`src/rtl/operand_forward_unit.sv`:
```
// EX operand select/capture from regfile, ALU-stage or WB-stage results,
// with load-use stall control and a saturating stall counter.
module operand_forward_unit #(
  parameter int DATA_WIDTH = 32,
  parameter int ADDR_WIDTH = 5,
  parameter int CNT_WIDTH  = 16
) (
  input  logic                  clk,
  input  logic                  reset,
  input  logic                  id_valid,
  input  logic [ADDR_WIDTH-1:0] rs1_addr,
  input  logic [ADDR_WIDTH-1:0] rs2_addr,
  input  logic [DATA_WIDTH-1:0] rs1_data,
  input  logic [DATA_WIDTH-1:0] rs2_data,
  input  logic                  fwd_rs1_mem,
  input  logic                  fwd_rs2_mem,
  input  logic                  fwd_rs1_wb,
  input  logic                  fwd_rs2_wb,
  input  logic [DATA_WIDTH-1:0] alu_stage_result,
  input  logic [DATA_WIDTH-1:0] wb_stage_result,
  input  logic                  alu_stage_is_load,
  input  logic [ADDR_WIDTH-1:0] alu_stage_dest,
  input  logic                  dmem_busy,
  output logic                  stall,
  output logic                  ex_valid,
  output logic [DATA_WIDTH-1:0] ex_operand1,
  output logic [DATA_WIDTH-1:0] ex_operand2,
  output logic [CNT_WIDTH-1:0]  stall_cycles
);

  localparam logic [0:0] RUN       = 1'b0;
  localparam logic [0:0] LOAD_WAIT = 1'b1;

  logic [0:0]            state;
  logic                  load_use;
  logic [DATA_WIDTH-1:0] next_operand1;
  logic [DATA_WIDTH-1:0] next_operand2;

  // x0 is hardwired zero; ALU-stage data is newer than WB-stage data.
  function automatic logic [DATA_WIDTH-1:0] select_operand(
    input logic [ADDR_WIDTH-1:0] addr,
    input logic                  mem_en,
    input logic                  wb_en,
    input logic [DATA_WIDTH-1:0] reg_value,
    input logic [DATA_WIDTH-1:0] mem_value,
    input logic [DATA_WIDTH-1:0] wb_value
  );
    if (addr == '0)  return '0;
    else if (mem_en) return mem_value;
    else if (wb_en)  return wb_value;
    else             return reg_value;
  endfunction

  always_comb begin
    load_use = id_valid && alu_stage_is_load && (alu_stage_dest != '0) &&
               ((alu_stage_dest == rs1_addr) || (alu_stage_dest == rs2_addr));
    if (reset)               stall = 1'b0;
    else if (state == RUN)   stall = load_use;
    else                     stall = dmem_busy;
    next_operand1 = select_operand(rs1_addr, fwd_rs1_mem, fwd_rs1_wb,
                                   rs1_data, alu_stage_result, wb_stage_result);
    next_operand2 = select_operand(rs2_addr, fwd_rs2_mem, fwd_rs2_wb,
                                   rs2_data, alu_stage_result, wb_stage_result);
  end

  always_ff @(posedge clk) begin
    if (reset) begin
      state        <= RUN;
      ex_valid     <= 1'b0;
      ex_operand1  <= '0;
      ex_operand2  <= '0;
      stall_cycles <= '0;
    end else begin
      case (state)
        RUN:       if (load_use)   state <= LOAD_WAIT;
        LOAD_WAIT: if (!dmem_busy) state <= RUN;
        default:                   state <= RUN;
      endcase

      if (stall) begin
        ex_valid <= 1'b0;
      end else begin
        ex_valid    <= id_valid;
        ex_operand1 <= next_operand1;
        ex_operand2 <= next_operand2;
      end

      if (stall && (stall_cycles != '1))
        stall_cycles <= stall_cycles + CNT_WIDTH'(1);
    end
  end

endmodule

```
`config.mk`:
```
export PLATFORM = sky130hd
export DESIGN_NAME = operand_forward_unit
export DESIGN_NICKNAME = d
export VERILOG_FILES = /design/src/rtl/operand_forward_unit.sv
export SDC_FILE = /design/constraint.sdc
export NUM_CORES = 1
export LEC_CHECK = 0
export CAP_MARGIN = 30
export CORE_ASPECT_RATIO = 0.75
export CORE_MARGIN = 5
export CORE_UTILIZATION = 42
export CTS_CLUSTER_SIZE = 8
export DETAILED_ROUTE_END_ITERATION = 10
export GPL_TIMING_DRIVEN = 0
export PLACE_DENSITY = 0.95
export SLEW_MARGIN = 20
export SYNTH_ARGS = -nofsm -noshare
export SYNTH_HDL_FRONTEND = slang
export SYNTH_SLANG_ARGS = --single-unit
```
`constraint.sdc`:
```
create_clock -name clk -period 5.1 [get_ports clk]
set_clock_uncertainty 0.2 [all_clocks]
set_input_delay 1.275 -clock clk [delete_from_list [all_inputs] [get_ports clk]]
set_output_delay 1.275 -clock clk [all_outputs]
set_load 0.01 [all_outputs]
```
==> impl_metrics.toml <==
[clock_tree]
clk_latency_ns = 0.33
cts_made_buffers = 9
ctsHoldBuffers = 0
root_buffer = "clkbuf_16"
cts.sinks = 82
cts_tree = "done"
clockBufferDepth = 2
h-tree-depth = 3
clkTransAtPathRegs_ns = 0.06

[cells_and_area]
final_area_um2 = 6990
n_fill_cell = 760
nNetsFinal = 874
final_common_cell = "clkdlybuf4s50_1"
final_layout_size_suffix_gt1_share_pct = 4.82
area_delta_synth_final_pct = 65.2
final_cell_mix = "clkdlybuf4s50_1 (229), dfxtp_1 (82), a21oi_1 (76)"
insertedDiodeCount = 0
instances_no_fill = 858

[route]
drt_iter0_drc = 229
ant_nets = 0
finalWirelength_um = 17100
drt_pass1_iterations = 5
drt-vias-per-instance = 5.62
wl_per_cell_um = 19.9
num_vias = 4823
drc = 0

[grt]
grt_pass1_wl_um = 26600
antenna_found_initial = 0
gr-total-overflow = 0
grt_pass1_vias = 5029
grt_max_degree = 17
grt_usage_pct = 26.6

[logic_synthesis]
yosysSeqAreaShare_pct = 38.8
synthesis.area_um2 = 4230
ys_seq_elements = 82
synth_area_per_cell_um2 = 8.82
synth_warnings = 0
syn_inst = 480
synthesis.nets = 633
yosysUniqueCellTypes = 35

[place]
placed_area_um2 = 6690
pre_cts_ws_ns = -0.217
dp_cells = 841
hpwl_um = 13400
gp_congestion = 0.922
portBuffers = 229

[sta]
rsz0062_at_grt = "false"
final.min_clock_period_ns = 4.98
final.period_utilization_pct = 97.6
relSlewSlack_pct = 40.5
fin_ws_ns = 0.121
tns_ns = 0
final_hold_viol_count = 0
setup_viol = 0
tightestPinTransition_ns = 0.893
clock.fmax_ghz = 0.201
drv_slew = 0

[critical_path]
r2r_cells = 8
start_kind = "input pin"
path_class = "in -> out"
cp_max_fo = 10
worstSetupStartpoint = "alu_stage_dest[2]"
crit_required_ns = 3.62
reg2reg_slack_ns = 2.73
critPathCapture = "stall"
cp.arrival_ns = 3.50
reg2reg_to = "stall_cycles[1]$_SDFFE_PP0P_"
endpoint_kind = "primary output"
r2r-start = "stall_cycles[6]$_SDFFE_PP0P_"

[pwr]
p_total_mw = 1.73
sequentialPowerShare_pct = 40.6
comb_power_share_pct = 23.7
swShare_pct = 27.8
pwr-share-clk_pct = 35.7
vdd_drop_max_mv = 0.184
power.switching_mw = 0.481
p_int_mw = 1.25
cellPowerDensity_nw_per_um2 = 248
p_leak_nw = 2.63

[die]
core_area_um2 = 9740
fp.dieW_um = 126
io_pins = 234
start_util_pct = 43.5
row_count = 31
die-area_um2 = 12200
die_h_um = 96.9

[status]
status = "finished clean"

[worst_hold_path]
hold_path.class = "reg -> reg"

[run]
drv_cap = 0
-- Yosys cell counts --
library cell	number	area (µm²)
a211o_1	2	17.5
a211oi_2	1	12.5
a21o_1	1	7.51
a21oi_1	76	380
a2bb2oi_2	1	15.0
and2_1	1	6.26
and3_1	2	12.5
and4_1	1	8.76
buf_1	11	41.3
buf_2	8	40.0
buf_6	2	22.5
clkbuf_1	18	67.6
dfxtp_1	82	1640
ha_1	1	12.5
inv_1	2	7.51
mux2i_1	65	651
nand2_1	9	33.8
nand2_2	1	6.26
nand3_1	11	55.1
nand4_1	3	18.8
nor2_1	72	270
nor2b_1	2	12.5
nor3_1	4	20.0
nor3b_1	1	7.51
nor4_2	1	12.5
o21ai_0	4	20.0
o221ai_2	1	15.0
o22ai_1	1	6.26
o2bb2ai_1	64	561
o31ai_1	7	52.6
or2_2	1	6.26
or3_1	4	25.0
or4_1	7	52.6
xnor2_1	10	87.6
xor2_1	3	26.3
-- power groups by stage --
stage / clock (mW) / combinational (mW) / sequential (mW)
after global placement: 0 / 0.396 / 0.715
after CTS: 0.627 / 0.409 / 0.703
after floorplan: 0 / 0.137 / 0.732
final: 0.619 / 0.410 / 0.704
after global routing: 0.662 / 0.436 / 0.708
after detailed placement: 0 / 0.406 / 0.716
-- how the worst min path moves through the flow --
stage,slack (ns),cells after the start,endpoint,start
after global placement,0.24,1,ex_operand2[24]$_SDFFE_PP0N_,ex_operand2[24]$_SDFFE_PP0N_
after CTS,0.27,1,ex_operand1[27]$_SDFFE_PP0N_,ex_operand1[27]$_SDFFE_PP0N_
final,0.26,1,ex_operand2[4]$_SDFFE_PP0N_,ex_operand2[4]$_SDFFE_PP0N_
after detailed placement,0.25,1,ex_operand1[10]$_SDFFE_PP0N_,ex_operand1[10]$_SDFFE_PP0N_
after floorplan,0.29,1,ex_operand1[0]$_SDFFE_PP0N_,ex_operand1[0]$_SDFFE_PP0N_
after global routing,0.28,1,ex_operand2[30]$_SDFFE_PP0N_,ex_operand2[30]$_SDFFE_PP0N_
-- layer usage --
layer  GRT usage, %  vias to the layer above  wire, µm
met2           45.5                      260      8430
met4           9.89                        0       516
li1               -                     2267         -
met3           6.33                       40      1240
met1           32.5                     2256      6900
met5              0                        -         0
-- state kept, by name (all words and copies together), names as in the netlist --
register and count:
ex_operand1 32, ex_operand2 32, stall_cycles 16, ex_valid 1, state 1
-- timing repair --
item	CTS	global route
cloned	0	0
resized for setup	2	1
endpoints found under the setup margin	1	1
buffers inserted	0	1
pin swaps	0	0
-- cell families after synthesis --
family                     count (synthesis)  synth area share (%)
DFF                                       82                  38.8
buffers and inverters                     41                  4.23
and+or+nand+nor                          120                  12.9
AOI/OAI and AO/OA                        158                  25.7
muxes                                     65                  15.4
adders and majority gates                  1                 0.296
xor gates and xnor gates                  13                  2.69
-- critical path, cell delays in order --
cell and delay (ns):
clkdlybuf4s50_1 0.55, xnor2_1 0.16, nand3_1 0.14, o22ai_1 0.19, a21o_1 0.17, nor2b_1 0.19, clkbuf_4 0.26, clkdlybuf4s50_1 0.57
-- cell type report --
type | instances | area, µm² | area share, %
multi-input combinational | 357 | 2420 | 34.6
timing repair buffer | 230 | 2300 | 32.9
sequential | 82 | 1640 | 23.5
clock buffer | 9 | 225 | 3.22
buffer | 39 | 175 | 2.50
tap | 132 | 165 | 2.36
clock inverter | 7 | 58.8 | 0.841
inverter | 2 | 7.51 | 0.107
-- stage by stage --
stage / util [%] / hold slack [ns]
detailed placement: 68.7 / 0.247
finish: 71.8 / 0.263
floorplan: - / 0.290
global placement: 68.7 / 0.244
CTS: 71.7 / 0.267
global route: 71.8 / 0.280
Note: power is estimated with default switching activity, not from simulation.
